===== src/rtl/dt_arb_pkg.sv =====
// Shared types and defaults for the decision-tree classifier arbiter.
// Imported by the arbiter top and its round-robin picker.
package dt_arb_pkg;

    typedef enum logic [1:0] {
        IDLE = 2'd0,
        EVAL = 2'd1,
        HOLD = 2'd2
    } state_t;

    localparam int DEF_IN_W  = 9;
    localparam int DEF_OUT_W = 5;

    function automatic int id_width(input int n);
        return (n <= 2) ? 1 : $clog2(n);
    endfunction

endpackage


===== src/rtl/dt_rr_pick.sv =====
// Combinational round-robin picker: first set request at or above ptr,
// wrapping around, as one-hot grant plus index.
module dt_rr_pick #(
    parameter int N  = 4,
    parameter int PW = 2
) (
    input  logic [N-1:0]  req,
    input  logic [PW-1:0] ptr,
    output logic [N-1:0]  gnt,
    output logic [PW-1:0] idx,
    output logic          any
);

    logic [PW:0] k;

    // Scan downward so the lowest offset from ptr is the last to win.
    always_comb begin
        gnt = '0;
        idx = '0;
        any = 1'b0;
        k   = '0;
        for (int i = N - 1; i >= 0; i--) begin
            k = {1'b0, ptr} + (PW + 1)'(i);
            if (k >= (PW + 1)'(N))
                k = k - (PW + 1)'(N);
            if (req[k[PW-1:0]]) begin
                gnt             = '0;
                gnt[k[PW-1:0]]  = 1'b1;
                idx             = k[PW-1:0];
                any             = 1'b1;
            end
        end
    end

endmodule


===== src/rtl/dt_classify_arbiter.sv =====
// Round-robin sharing of one combinational decision-tree classifier
// between NUM_REQ requesters, with a single id-tagged response channel.
module dt_classify_arbiter
    import dt_arb_pkg::*;
#(
    parameter int NUM_REQ = 4,
    parameter int IN_W    = DEF_IN_W,
    parameter int OUT_W   = DEF_OUT_W,
    parameter int ID_W    = id_width(NUM_REQ)
) (
    input  logic                    clk,
    input  logic                    rst,
    input  logic [NUM_REQ-1:0]      req_valid,
    input  logic [NUM_REQ*IN_W-1:0] req_data,
    output logic [NUM_REQ-1:0]      req_ready,
    output logic [IN_W-1:0]         tree_inp,
    input  logic [OUT_W-1:0]        tree_outp,
    output logic                    rsp_valid,
    input  logic                    rsp_ready,
    output logic [OUT_W-1:0]        rsp_data,
    output logic [ID_W-1:0]         rsp_id,
    output logic                    busy
);

    state_t            state_q;
    state_t            state_d;
    logic [ID_W-1:0]   ptr_q;
    logic [ID_W-1:0]   id_q;
    logic [NUM_REQ-1:0] gnt;
    logic [ID_W-1:0]   g;
    logic              any;
    logic              grant_ok;
    logic              take;
    logic [IN_W-1:0]   req_vec [NUM_REQ];

    for (genvar i = 0; i < NUM_REQ; i++) begin : g_unpack
        assign req_vec[i] = req_data[i*IN_W +: IN_W];
    end

    dt_rr_pick #(
        .N  (NUM_REQ),
        .PW (ID_W)
    ) u_pick (
        .req (req_valid),
        .ptr (ptr_q),
        .gnt (gnt),
        .idx (g),
        .any (any)
    );

    // No grant while in reset, so nothing transfers during that window.
    assign grant_ok  = !rst && ((state_q == IDLE) ||
                                (state_q == HOLD && rsp_ready));
    assign take      = grant_ok && any;
    assign req_ready = grant_ok ? gnt : '0;
    assign busy      = (state_q != IDLE);

    always_comb begin
        state_d = state_q;
        unique case (state_q)
            IDLE: if (any) state_d = EVAL;
            EVAL: state_d = HOLD;
            HOLD: if (rsp_ready) state_d = any ? EVAL : IDLE;
            default: state_d = IDLE;
        endcase
    end

    always_ff @(posedge clk) begin
        if (rst) begin
            state_q   <= IDLE;
            ptr_q     <= '0;
            id_q      <= '0;
            tree_inp  <= '0;
            rsp_valid <= 1'b0;
            rsp_data  <= '0;
            rsp_id    <= '0;
        end else begin
            state_q <= state_d;
            if (take) begin
                tree_inp <= req_vec[g];
                id_q     <= g;
                ptr_q    <= (g == ID_W'(NUM_REQ - 1)) ? '0 : g + 1'b1;
            end
            if (state_q == EVAL) begin
                rsp_data  <= tree_outp;
                rsp_id    <= id_q;
                rsp_valid <= 1'b1;
            end else if (state_q == HOLD && rsp_ready) begin
                rsp_valid <= 1'b0;
            end
        end
    end

endmodule

===== config.mk =====
export PLATFORM = sky130hd
export DESIGN_NAME = dt_classify_arbiter
export DESIGN_NICKNAME = d
export VERILOG_FILES = /design/src/rtl/dt_arb_pkg.sv /design/src/rtl/dt_rr_pick.sv /design/src/rtl/dt_classify_arbiter.sv
export SDC_FILE = /design/constraint.sdc
export NUM_CORES = 1
export LEC_CHECK = 0
export BUFFER_PORTS_ARGS = -buffer_cell sky130_fd_sc_hd__buf_2
export CORE_MARGIN = 2
export CORE_UTILIZATION = 33
export CTS_CLUSTER_SIZE = 30
export DETAILED_ROUTE_END_ITERATION = 10
export GPL_TIMING_DRIVEN = 1
export SETUP_SLACK_MARGIN = 0.3
export SLEW_MARGIN = 20
export SYNTH_ARGS = -nofsm -noshare
export SYNTH_HDL_FRONTEND = slang
export SYNTH_SLANG_ARGS = --single-unit

===== constraint.sdc =====
create_clock -name clk -period 6.1 [get_ports clk]
set_clock_uncertainty 0.05 [all_clocks]
set_input_delay 1.525 -clock clk [delete_from_list [all_inputs] [get_ports clk]]
set_output_delay 1.525 -clock clk [all_outputs]
set_load 0.1 [all_outputs]

== After elaboration in Yosys (flattened, before gate mapping) ==
Cells that the tools add are included.
Widths: inputs -> output; s select.
Operators by class
  add/sub/neg operators: 8
  order comparisons: 13
  equal/unequal tests: 5
  multiplexer cells: 43
  bitwise logic cells: 1
  reduce and logical (&&, ||, !) cells: 13
Operator list (count)
  $mux 2: 11
  $mux 4: 5
  $bmux 9 s2: 1
  $mux 9: 2
  $mux 1: 15
  $ge 3x3->1 const B: 4
  $lt 2x3->1 const B: 4
  $bmux 1 s2: 4
  $demux 1 s2: 4
  $ge 2x1->1 const B: 4
  $sub 2x1->2 const B: 4
  $logic_and 1x1->1: 7
  $add 2x2->3 const B: 2
  $pmux 2 s3: 1
  $eq 2x2->1 const B: 2
  $ne 2x2->1 const B: 2
  $reduce_bool 2->1: 2
  $add 2x1->3 const B: 1
  $ge 2x3->1 const B: 1
  $not 2->3: 1
  $add 2x1->2 const B: 1
  $eq 2x1->1 const B: 1
  $logic_not 2->1: 1
  $reduce_and 2->1: 1
  2 further kinds: 2
Storage, ports and cells
  bits in registers: 23
  input port bits: 48
  output and inout port bits: 22
  word-level logic and storage cells: 90

== Logic depth before layout (Yosys ltp) ==
  depth after elaboration: 13
  gate-level depth with buffers: 12
  mapped depth without buffers: 8

== Hierarchy ==
Synthesis repeated with hierarchy kept, for this count alone.
Second synthesis, totals
  cell total of the unflattened synthesis: 208
  area total of the unflattened synthesis: 1864.3 um^2
Modules (own cells, without submodules)
  dt_classify_arbiter: instances 1, cells each 123, area an instance 1181.1 um^2, seq. area each 460.4 um^2
  dt_rr_pick: instances 1, cells each 85, area an instance 683.2 um^2, seq. area each 0.0 um^2

== Worst setup path before layout ==
OpenSTA, ideal clock, no wires.
  path type: input to output
  from: input port req_valid[2]
  to: output port req_ready[0]
  data arrival time: 4.132 ns
  data required time: 4.525 ns
  slack: 0.393 ns
  stages: 7
  buffers on the path: 1
  cells stage by stage: clkbuf_1 -> mux4_2 -> a21oi_1 -> nand3_1 -> a221oi_1 -> a21oi_1 -> nor2_1
On the way
  word-level cells in the longest chain between the ends: 7
  elaborated cells on any way between the ends: 13
  those cells by class: 13 x mux
Ends and longest elaborated chain
  from (decl): line dt_classify_arbiter.sv:13  | input logic [NUM_REQ-1:0] req_valid,
  $bmux 1 s2: line dt_rr_pick.sv:26  | if (req[k[PW-1:0]]) begin
  $mux 1 (implied by the code): line dt_rr_pick.sv:26
  $mux 4 (3 in a row): line dt_rr_pick.sv:26
  $mux 4 *: line dt_rr_pick.sv:26
  $mux 4 *: line dt_classify_arbiter.sv:55  | assign req_ready = grant_ok ? gnt : '0;
  to (decl): line dt_classify_arbiter.sv:15  | output logic [NUM_REQ-1:0] req_ready,
Every way passes the cells marked *; elsewhere a longest branch is shown, timed or not. The select of a mux whose other input is x is not followed.

== Worst setup path in the final report ==
  from: register ptr_q[0]
  to: output port req_ready[1]
On the way
  word-level cells in the longest chain between the ends: 12
  elaborated cells on any way between the ends: 48
  those cells by class: 7 x add/sub; 12 x order compare; 25 x mux; 4 x reduce/logical
Ends and longest elaborated chain
  from (decl): line dt_classify_arbiter.sv:27  | logic [ID_W-1:0] ptr_q;
  from (signal assigned): line dt_classify_arbiter.sv:82  | ptr_q <= (g == ID_W'(NUM_REQ - 1)) ? '0 : g + 1'b1;
  $add 2x2->3: line dt_rr_pick.sv:23  | k = {1'b0, ptr} + (PW + 1)'(i);
  $ge 3x3->1 or $sub 2x1->2 (tied branches): line dt_rr_pick.sv:24, dt_rr_pick.sv:25
  $mux 2: line dt_rr_pick.sv:24  | if (k >= (PW + 1)'(N))
  $lt 2x3->1 (implied by the code) or $ge 2x1->1 (tied branches): line dt_rr_pick.sv:28  | gnt[k[PW-1:0]] = 1'b1;
  $logic_and 1x1->1 (implied by the code): line dt_rr_pick.sv:28
  $mux 1 (implied by the code): line dt_rr_pick.sv:28
  $demux 1 s2
  $mux 4 (3 in a row): line dt_rr_pick.sv:26
  $mux 4 *: line dt_rr_pick.sv:26
  $mux 4 *: line dt_classify_arbiter.sv:55
Marked as above.

==> impl_metrics.env <==
export IMPL_hold_depth=2
export IMPL_gr_usage_met3_pct=1.87
export IMPL_swShare_pct=57.0
export IMPL_relSlewSlack_pct=44.0
export IMPL_grt_setup_unrepaired="no"
export IMPL_synth_enable_flop_cells=0
export IMPL_r2r_start="ptr_q[0]"
export IMPL_cp_data_arrival_time_ps=3640
export IMPL_ys_seq_area_share_pct=27.6
export IMPL_worstPathRequired_ps=4530
export IMPL_synth_cells=208
export IMPL_cts_buffer_depth=2
export IMPL_hp_class="reg2reg"
export IMPL_cts_tree="done"
export IMPL_initial_utilization_pct=34.8
export IMPL_hpwl_um=3360
export IMPL_syn_cell_area_mm2=0.00167
export IMPL_synthArstFlopShare_pct=0
export IMPL_criticalPathCategory="reg2out"
export IMPL_core_area_mm2=0.00479
export IMPL_overflow=0
export IMPL_status="complete, no violations"
export IMPL_ys_warn_count=0
export IMPL_place_congestion=0.966
export IMPL_r2r_setup_slack_ps=2240
export IMPL_slew_violations=0
export IMPL_cts_sinks=23
export IMPL_p_leak_nw=0.956
export IMPL_routed_wl_um=4400
export IMPL_drive_above_1_share_pct=31.9
export IMPL_grt_pass1_wl_um=7350
export IMPL_grt_use_met1_pct=23.2
export IMPL_worst_path_max_delay_cell="dfxtp_1"
export IMPL_fmax_mhz=192
export IMPL_dp_slack_ps=979
export IMPL_avgSynthCellArea_um2=8.02
export IMPL_utilization_pct=43.5
export IMPL_vias=1718
export IMPL_syn2layout_area_growth_pct=24.8
export IMPL_first_pass_iters=4
export IMPL_tns_ps=0
export IMPL_nets=326
export IMPL_clk_latency_ps=260
export IMPL_post_route_period_util_pct=85.5
export IMPL_io_pins=70
export IMPL_layout_common_cells="buf_2, a21oi_1, nand2_1"
export IMPL_ys_types=43
export IMPL_root_buffer="clkbuf_8"
export IMPL_p_seq_share_pct=21.9
export IMPL_dieWidth_um=75.1
export IMPL_cp_max_fo=19
export IMPL_cap_viol_max_count=0
export IMPL_antenna_found_initial=0
export IMPL_htreeDepth=1
export IMPL_p_sw_uw=601
export IMPL_grt_pass1_vias=1588
export IMPL_layout_setup_ws_ps=882
export IMPL_period_needed_ps=5220
export IMPL_post_cts_buffers=0
export IMPL_port_buffers=69
export IMPL_comb_power_share_pct=69.4
export IMPL_detail_route_wl_per_cell_um=13.1
export IMPL_grt_use_met2_pct=27.2
export IMPL_reg2regPathDepth=8
export IMPL_power_density_mw_per_mm2=506
export IMPL_ys_ff_latch=23
export IMPL_start_kind="register"
export IMPL_rows=25
export IMPL_max_vdd_ir_drop_mv=0.306
export IMPL_grt_max_degree=23
export IMPL_r2r_end="tree_inp[2]"
export IMPL_die_y_um=75.1
export IMPL_min_from="rsp_data[1]"
export IMPL_antenna_left=0
export IMPL_busiest_layer="met2"
export IMPL_path_depth=7
export IMPL_cts_resized=0
export IMPL_drt_vias_per_instance=5.10
export IMPL_endpoint_kind="primary output"
export IMPL_critPathMaxStageDelay_ps=880
export IMPL_pwr_share_clk_pct=8.6
export IMPL_cts_buffers=3
export IMPL_dr_first_iter_drc_count=75
export IMPL_track_usage_pct=16.5
export IMPL_cp_cell_sequence="inv_1 -> ha_1 -> mux4_2 -> a221oi_1 -> a21oi_1 -> nor2_1 -> buf_2"
export IMPL_hold_violations=0
export IMPL_worst_pin_slew_ps=838
export IMPL_syn_nets=263
export IMPL_die_area_mm2=0.00564
export IMPL_min_to="rsp_data[1]"
export IMPL_power_internal_uw=453
export IMPL_diodes=0
export IMPL_clkSlewWorstSetupHoldPaths_ps=80
export IMPL_synth_main_ff_cell="dfxtp_1"
export IMPL_hold_buffers=0
export IMPL_critPathTopFamily="flip-flops"
export IMPL_drcViolationCount=0
export IMPL_setup_viol=0
export IMPL_final_common_cell="buf_2"
export IMPL_crit_buf_inv=2
worst min-delay path, stage by stage, from the launching register on:
cell and delay (ps):
dfxtp_1 310, nand2_1 50, a21oi_1 50
cells by family after synthesis:
| logic type | after synthesis | synth area share (%) |
|---|---|---|
| AO/OA/AOI/OAI | 64 | 25.8 |
| XOR/XNOR | 1 | 0.525 |
| adder cells (fa/ha/maj) | 7 | 5.25 |
| buffers and inverters | 27 | 7.35 |
| flip-flops | 23 | 27.6 |
| multiplexers | 20 | 14.3 |
| AND/OR/NAND/NOR | 66 | 19.2 |
synthesized netlist by cell type, types with 2 or more instances:
cell,number,area share (%)
a221o_1,2,1.2
buf_6,2,1.4
nor2_1,9,2.0
inv_1,16,3.6
a221oi_1,4,2.1
ha_1,7,5.3
dfxtp_1,23,28
a211o_1,2,1.1
o31ai_1,2,0.90
mux4_2,2,2.7
nand2b_1,3,1.1
clkbuf_1,5,1.1
nand2_1,24,5.4
nand3_1,14,4.2
a31oi_1,5,1.9
nand3b_1,3,1.4
a2bb2oi_1,5,2.6
or3_1,3,1.1
nor2b_1,4,1.5
nor3_1,2,0.60
a32oi_1,5,2.6
buf_2,2,0.60
a21oi_1,24,7.2
mux2_2,3,2.0
mux2i_1,13,7.8
o21ai_0,7,2.1
worst max path at each step:
stage	from	slack (ps)	endpoint
detailed placement	req_valid[1]	980	req_ready[1]
global placement	req_valid[1]	1040	req_ready[2]
global route	ptr_q[0]	640	req_ready[1]
floorplan	req_valid[2]	390	req_ready[0]
CTS	ptr_q[0]	900	req_ready[1]
finish	ptr_q[0]	880	req_ready[1]
per-layer routing:
layer  vias to the layer above  wire (µm)
met5                         -          0
met4                         0         34
met1                       789       2010
met3                         4        222
met2                        46       2130
li1                        879          -
registers in the layout, summed over array words and instances (netlist names):
register and flops:
id_q 2, state_q 2, rsp_id 2, rsp_data 5, ptr_q 2, rsp_valid 1
tree_inp 9
stage by stage:
stage          cell area, µm²  total power [mW]  instances  hold slack (ps)
3_5_place_dp             2030             0.964        333              395
6_report                 2080              1.05        337              405
4_1_cts                  2080              1.06        337              407
2_1_floorplan            1670             0.855        208              373
3_3_place_gp             2030             0.963        333              392
5_1_grt                  2080              1.13        337              427
cell type report:
| cell class | count | area, µm² |
|---|---|---|
| Fill cell | 502 | 2710 |
| Inverter | 16 | 60.1 |
| Timing Repair Buffer | 69 | 345 |
| Tap cell | 67 | 83.8 |
| Multi-Input combinational cell | 158 | 1080 |
| Clock buffer | 3 | 41.3 |
| Sequential cell | 23 | 460 |
| Clock inverter | 1 | 5.00 |
power by group through the flow:
stage	registers, mW	clock network [mW]	logic (mW)
after floorplan	0.395	0	0.459
after global placement	0.234	0	0.729
after detailed placement	0.233	0	0.731
after CTS	0.231	0.0963	0.731
after global routing	0.238	0.105	0.788
final	0.231	0.0908	0.731
(Power assumes the default switching activity.)
